$ cat config.mk
export PLATFORM = sky130hd
export DESIGN_NAME = piso_tx_sequencer
export DESIGN_NICKNAME = d
export VERILOG_FILES = /design/src/rtl/piso_pkg.sv /design/src/rtl/piso_shift_reg.sv /design/src/rtl/piso_tx_sequencer.sv
export SDC_FILE = /design/constraint.sdc
export NUM_CORES = 1
export LEC_CHECK = 0
export CAP_MARGIN = 20
export CELL_PAD_IN_SITES_DETAIL_PLACEMENT = 1
export CELL_PAD_IN_SITES_GLOBAL_PLACEMENT = 1
export CORE_AREA = 2 2 45 63
export DETAILED_ROUTE_END_ITERATION = 10
export DIE_AREA = 0 0 47 65
export PLACE_DENSITY = 0.76
export SLEW_MARGIN = 20
export SYNTH_ARGS = -nofsm -noshare
export SYNTH_HDL_FRONTEND = slang
export SYNTH_HIERARCHICAL = 1
export SYNTH_SLANG_ARGS = --single-unit
$ cat constraint.sdc
create_clock -name CLK -period 2.7 [get_ports CLK]
set_input_delay 0.27 -clock CLK [delete_from_list [all_inputs] [get_ports CLK]]
set_output_delay 0.27 -clock CLK [all_outputs]
set_load 0.02 [all_outputs]
$ cat src/rtl/piso_pkg.sv
// Shared types and line-level constants for the PISO transmit sequencer.
package piso_pkg;

  typedef enum logic [1:0] {
    IDLE  = 2'd0,
    START = 2'd1,
    DATA  = 2'd2,
    STOP  = 2'd3
  } tx_state_t;

  localparam logic START_BIT  = 1'b0;
  localparam logic STOP_BIT   = 1'b1;
  localparam logic IDLE_LEVEL = 1'b1;

endpackage

$ cat src/rtl/piso_shift_reg.sv
// Parallel-load, shift-right (zero fill) register; LSB is the serial output.
module piso_shift_reg #(
  parameter int N = 8
) (
  input  logic         CLK,
  input  logic         N_RESET,
  input  logic         EN,
  input  logic         SHIFT,
  input  logic [N-1:0] DATAW,
  output logic         SOUT
);

  logic [N-1:0] r_sr;

  always_ff @(posedge CLK or negedge N_RESET) begin
    if (!N_RESET) begin
      r_sr <= '0;
    end else if (EN) begin
      if (SHIFT) r_sr <= {1'b0, r_sr[N-1:1]};
      else       r_sr <= DATAW;
    end
  end

  assign SOUT = r_sr[0];

endmodule

$ cat src/rtl/piso_tx_sequencer.sv
// Frames one word per VALID/READY handshake as start, N data bits LSB first, stop,
// each bit held CLKS_PER_BIT clocks on SOUT.
module piso_tx_sequencer
  import piso_pkg::*;
#(
  parameter int N            = 8,
  parameter int CLKS_PER_BIT = 4
) (
  input  logic         CLK,
  input  logic         N_RESET,
  input  logic [N-1:0] DATA_IN,
  input  logic         VALID,
  output logic         READY,
  output logic         SOUT,
  output logic         BUSY,
  output logic         DONE
);

  localparam int CW = (CLKS_PER_BIT > 1) ? $clog2(CLKS_PER_BIT) : 1;
  localparam int BW = $clog2(N);
  localparam logic [CW-1:0] CNT_MAX = CW'(CLKS_PER_BIT - 1);
  localparam logic [BW-1:0] BIT_MAX = BW'(N - 1);

  tx_state_t       r_state;
  tx_state_t       w_next;
  logic [CW-1:0]   r_cnt;
  logic [BW-1:0]   r_bit;
  logic            r_done;
  logic            w_wrap;
  logic            w_last;
  logic            w_accept;
  logic            w_sr_en;
  logic            w_sr_shift;
  logic            w_sr_out;

  // With CLKS_PER_BIT=1 the counter never leaves 0, so every cycle is a wrap.
  assign w_wrap   = (r_cnt == CNT_MAX);
  assign w_last   = (r_bit == BIT_MAX);
  assign w_accept = VALID && (r_state == IDLE);

  always_ff @(posedge CLK or negedge N_RESET) begin
    if (!N_RESET) r_state <= IDLE;
    else          r_state <= w_next;
  end

  always_comb begin
    w_next = r_state;
    case (r_state)
      IDLE:    if (w_accept)          w_next = START;
      START:   if (w_wrap)            w_next = DATA;
      DATA:    if (w_wrap && w_last)  w_next = STOP;
      STOP:    if (w_wrap)            w_next = IDLE;
      default:                        w_next = IDLE;
    endcase
  end

  always_comb begin
    READY      = (r_state == IDLE);
    BUSY       = (r_state != IDLE);
    DONE       = r_done;
    w_sr_en    = 1'b0;
    w_sr_shift = 1'b0;
    SOUT       = IDLE_LEVEL;
    case (r_state)
      IDLE: begin
        w_sr_en = w_accept;
        SOUT    = IDLE_LEVEL;
      end
      START: SOUT = START_BIT;
      DATA: begin
        w_sr_en    = w_wrap;
        w_sr_shift = 1'b1;
        SOUT       = w_sr_out;
      end
      STOP:    SOUT = STOP_BIT;
      default: SOUT = IDLE_LEVEL;
    endcase
  end

  always_ff @(posedge CLK or negedge N_RESET) begin
    if (!N_RESET) begin
      r_cnt  <= '0;
      r_bit  <= '0;
      r_done <= 1'b0;
    end else begin
      r_done <= (r_state == STOP) && w_wrap;
      if (r_state == IDLE || w_wrap) r_cnt <= '0;
      else                           r_cnt <= r_cnt + 1'b1;
      if (r_state == DATA && w_wrap) begin
        if (w_last) r_bit <= '0;
        else        r_bit <= r_bit + 1'b1;
      end
    end
  end

  piso_shift_reg #(.N(N)) u_sr (
    .CLK     (CLK),
    .N_RESET (N_RESET),
    .EN      (w_sr_en),
    .SHIFT   (w_sr_shift),
    .DATAW   (DATA_IN),
    .SOUT    (w_sr_out)
  );

endmodule
== Yosys cells after proc, flatten, opt, wreduce, memory -nomap -nowiden ==
Cells that the tools add are included.
Word-level totals
  register bits: 16
  bits of input ports: 11
Cells by class
  $add $sub $neg: 2
  equal/unequal tests: 9
  muxes and demuxes: 11
  reductions and logical operators: 9
Operator list (number)
  2-bit 2-to-1 mux: 5
  8-bit 2-to-1 mux: 1
  2-bit case mux with 4 select lines: 1
  2-bit == test, second input constant: 3
  2-bit inequality test, second input constant: 3
  1-bit logical AND: 4
  4-bit AND reduction: 1
  3-bit by 1-bit adder with 3-bit output, second input constant: 1
  3-bit == test, second input constant: 1
  3-bit 2-to-1 mux: 1
  1-bit case mux with 3 select lines: 1
  2-bit by 1-bit adder with 2-bit output, second input constant: 1
  2-bit by 1-bit == test with 1-bit output, second input constant: 1
  2-bit zero test: 1
  2-bit by 1-bit inequality test with 1-bit output, second input constant: 1
  1-bit case mux with 2 select lines: 1
  2-bit nonzero test: 1
  2-bit OR reduction: 1
  1-bit logical OR: 1
  1-bit 2-to-1 mux: 1

== Depth between registers and ports, before layout ==
  word-level depth: 4
  mapped depth: 8

== Cells and area by module ==
Netlist, hierarchy kept.
By module, submodules not included
  piso_tx_sequencer: instances 1, cells each 39, area each 455.4 sq um
  piso_shift_reg: instances 1, cells each 35, area each 377.9 sq um

== Worst setup path after synthesis ==
Ideal clock, no wire load.
  path kind: reg-to-output
  from: register r_state[0]
  to: output SOUT
  arrival: 1.226 ns
  required time: 2.430 ns
  slack: 1.204 ns
  stages on the path, launching flop included: 5
  cell sequence: dfrtp_1 inv_1 ha_1 nand2_1 a21oi_1
On the way
  longest elaborated chain between the ends: 3
  elaborated cells between the ends (all ways): 6
  classes of those cells: eq/ne (3); mux (1); reduce/logical (2)
RTL lines
  start, declared: line piso_tx_sequencer.sv:24  | tx_state_t r_state;
  start signal, assigned: line piso_tx_sequencer.sv:43  | else r_state <= w_next;
  2-bit == test / 2-bit zero test (equally long branches): line piso_tx_sequencer.sv:64  | case (r_state)
  2-bit OR reduction (no source line)
  1-bit case mux with 3 select lines (*): line piso_tx_sequencer.sv:64
  end, declared: line piso_tx_sequencer.sv:14  | output logic SOUT,
Mark *: on every way between the ends. The rest lies on a longest branch, timed or not.

== Final worst setup path ==
Ends and elaborated chain as after synthesis.

==> implementation parameters <==
Parameter                              Value

Run status
  Status ... finished, final reports clean

Yosys
  Leading area contributor after synthesis ... sky130_fd_sc_hd__dfrtp_1
  Post-synthesis register bit count ... 16
  Count of synthesis-stage warnings from yosys ... 6
  Share of the synthesized area in compound gates (AO/OA/AOI/OAI) ... 11.26%
  Area share of and/or/nand/nor cells after synthesis ... 13.66%
  Synth Cell Area ... about 830 sq um
  Synth top area cells ... sky130_fd_sc_hd__dfrtp_1, sky130_fd_sc_hd__ha_1, sky130_fd_sc_hd__mux2i_1
  Number of flops mapped to enable cells by yosys ... 0
  Sequential area share after synthesis ... 48.05%
  Cell count after synthesis ... 74
  Most frequent cells after synthesis ... sky130_fd_sc_hd__dfrtp_1, sky130_fd_sc_hd__a21oi_1, sky130_fd_sc_hd__ha_1, sky130_fd_sc_hd__mux2i_1, sky130_fd_sc_hd__nor2_1
  Multiplexer share of the synthesized area ... between 10% and 20%
  Distinct cell type count after synthesis ... 22
  Net count after synthesis ... 92
  Adder-cell area share of the yosys netlist ... a little over a tenth
  Main combinational cell family by area after synthesis ... simple AND/OR/NAND/NOR gates
  Share of the synthesized area in the top cell type ... 48.05%
  Per-instance average area after synthesis ... ~11 sq um
  Xor/xnor share of the synthesized area ... 0%
  Share of async-settable or async-resettable flops after synthesis ... 100.0%
  Flip-flop cell with the highest count after synthesis ... sky130_fd_sc_hd__dfrtp_1
  Most used standard cell by instance count after synthesis ... sky130_fd_sc_hd__dfrtp_1

Power
  Internal ... 0.6983 mW
  Clock group share of total power ... a little over an eighth
  Total power density per cell area ... 1114 nW/um^2
  Leakage Power ... 0.4731 nW
  Sw Share ... 39.29%
  Switching power ... 0.4520 mW
  Peak VDD IR ... 0.4315 mV
  Logic pwr share ... 52.0%
  Relative contribution of sequential cells to total power ... 34.4%

Global routing
  First-pass GRT wire length ... around 2600 um
  Total track usage ... 11.85%
  Initial antenna violation count ... 0
  Pin count of the biggest net entering global routing ... 17
  Number of global-route vias before repair ... ~590
  Grt total ovfl ... 0

Setup path
  Max stage delay cell, worst path ... sky130_fd_sc_hd__clkdlybuf4s50_1
  Crit Reg-Reg Startpoint ... r_state[0]$_DFFE_PN0P_
  Number of cells on the worst reg-to-reg path ... 7
  Endpoint required time on the critical path ... 2430 ps
  Critical path launch point type ... flop
  Number of buffer and inverter instances along the worst setup path ... 2
  Largest delay contributor family on the critical path ... buffers and inverters
  Classification of the worst setup path ... flop to output pin
  Setup slack, reg-to-reg ... 820 ps
  Critical Path, Cell by Cell ... inv_1, ha_1, a21oi_1, clkdlybuf4s50_1
  Worst R2R End ... u_sr/r_sr[6]$_DFFE_PN0P_
  Data arrival time at the worst-slack endpoint ... between 1500 and 2000 ps
  Largest fanout on the critical path ... 3
  Crit end category ... output pin
  Maximum single-stage delay on the critical path ... roughly 610 ps

Die
  Starting density of the core ... 32.91%
  Die X-Extent ... roughly 47 um
  Boundary pin count ... 15
  Overall die height ... 65 um
  Die Footprint ... 3055 sq um
  Number of rows in the core area ... 22
  Core ar. ... 2532 sq um

Timing
  Total setup violations reported at the end of the flow ... 0
  Final period utilization ... 78.80%
  Slew at the pin closest to its max-slew limit ... 719.7 ps
  Worst Clk Skew ... 4.225 ps
  Number of pins with negative max-slew slack in the final report ... 0
  Highest attainable clock frequency ... roughly 0.47 GHz
  Headroom to the max-slew limit ... 51.87%
  Final min period ... 2128 ps
  Total negative setup slack ... 0 ps
  Worst setup slack after layout ... 572.3 ps
  Post-Route Hold Slack ... slightly above 400 ps
  Final number of hold-violating endpoints ... 0
  RSZ-0062 raised after global routing ... false

Place
  DP Worst Slack ... 813.6 ps
  PortBufs ... 14
  HPWL after detailed placement ... 1207 um
  Final estimated routing congestion in global placement ... about 0.73

Detailed routing
  Count of unresolved DRC violations after routing ... 0
  Routed WL ... 1563 um
  TritonRoute pass-1 iters ... 2
  Routed length per placed instance ... 12.40 um
  Antenna Violating Nets Remaining ... 0
  Vias after detailed routing ... about 580
  Initial drt markers ... 2
  Per-cell via count in the routed design ... 4.627

CTS
  Count of cells resized by post-cts repair ... 0
  Clock input transition at the sequential cells of the worst setup and hold paths ... 100 ps
  Number of buffers added by the clock tree synthesis step ... 3
  Post-CTS Repair Setup Buffers ... 0
  Count of H-tree levels built during CTS ... 1
  CTS root buf ... sky130_fd_sc_hd__clkbuf_4
  Total clock sinks ... 16
  Clock Path Buffers ... 2
  CTS tree ... done
  Latest clock arrival within the worst-skew pair ... 280 ps
  Post-CTS Hold Buffers ... 0

Min path
  Class of the tightest hold or removal check ... primary input to async pin

Job
  Total of max-cap violations ... 0

Cells and area
  Layout cells sized above 1 ... between 10 and 15%
  Final nets ... 109
  Final core occ ... around two fifths
  Area added between synthesis and finish ... 23.87%
  Antenna diode count ... 0
## registers in the layout, summed over array words and instances (netlist names)
register   count
r_state        2
r_bit          3
u_sr/r_sr      8
r_cnt          2
DONE           1
## layout make-up
type	count	area (sq um)
fillers	295	1500
inverters	4	15.01
multi-input cells	51	387.9
clock buffers	4	36.28
well taps	36	45.04
repair buffers	15	147.6
flip-flops and latches	16	400.4
## power groups by stage
stage / Sequential (mW) / Combinational [mW] / Clock (mW)
3_5_place_dp: 0.402 / 0.607 / 0
3_3_place_gp: 0.395 / 0.583 / 0
5_1_grt: 0.408 / 0.669 / 0.179
4_1_cts: 0.398 / 0.611 / 0.165
6_report: 0.396 / 0.598 / 0.157
2_1_floorplan: 0.388 / 0.469 / 0
## metrics by stage
stage	instances	total power [mW]	instance area, sq um
4_1_cts	126	1.174	1032
6_report	126	1.150	1032
2_1_floorplan	74	0.8566	833.3
3_3_place_gp	122	0.9783	996.0
5_1_grt	126	1.257	1032
3_5_place_dp	122	1.009	996.0
## how the worst max path moves through the flow
| stage | start | end | slack [ps] | depth (start not counted) |
|---|---|---|---|---|
| floorplan | r_state[0]$_DFFE_PN0P_ | SOUT | 1200 | 4 |
| global route | r_state[0]$_DFFE_PN0P_ | SOUT | 460 | 4 |
| global placement | r_state[0]$_DFFE_PN0P_ | u_sr/r_sr[6]$_DFFE_PN0P_ | 960 | 7 |
| detailed placement | r_state[0]$_DFFE_PN0P_ | u_sr/r_sr[0]$_DFFE_PN0P_ | 810 | 7 |
| finish | r_state[0]$_DFFE_PN0P_ | SOUT | 570 | 4 |
| CTS | r_state[1]$_DFFE_PN0P_ | SOUT | 550 | 4 |
## placed cells by master, fill, tap and decap left out, drive strengths merged, types with 2 or more instances in the layout
master and instances:
mux2i 7, clkdlybuf4s50 14, nor2 7, a21oi 9
mux2 2, nand2 5, nor3b 2, clkbuf 4
nor3 3, dfrtp 16, ha 7, inv 4
## logic make-up (layout without fill, tap and decap cells)
family,Yosys count,in the layout
AOI/OAI and AO/OA,14,14
DFF,16,16
adders and majority gates,7,7
muxes,9,9
and+or+nand+nor,21,21
buffers and inverters,7,23
## layer usage
layer  wire length [um]  global-route usage, %  vias up
li1                   -                      -      291
met1                663                  14.16      282
met2                833                  20.03        8
met3                 49                  1.671        2
met4                 16                  5.208        0
met5                  0                      0        -
## worst register-to-register path, cell delays in order, from the launching register on
cell and delay [ps]:
sky130_fd_sc_hd__dfrtp_1 410, sky130_fd_sc_hd__inv_1 140, sky130_fd_sc_hd__ha_1 200, sky130_fd_sc_hd__buf_4 230, sky130_fd_sc_hd__nand2_1 170, sky130_fd_sc_hd__nand2_1 420
sky130_fd_sc_hd__nor2_1 100, sky130_fd_sc_hd__a21oi_1 140
(Power assumes the default switching activity.)
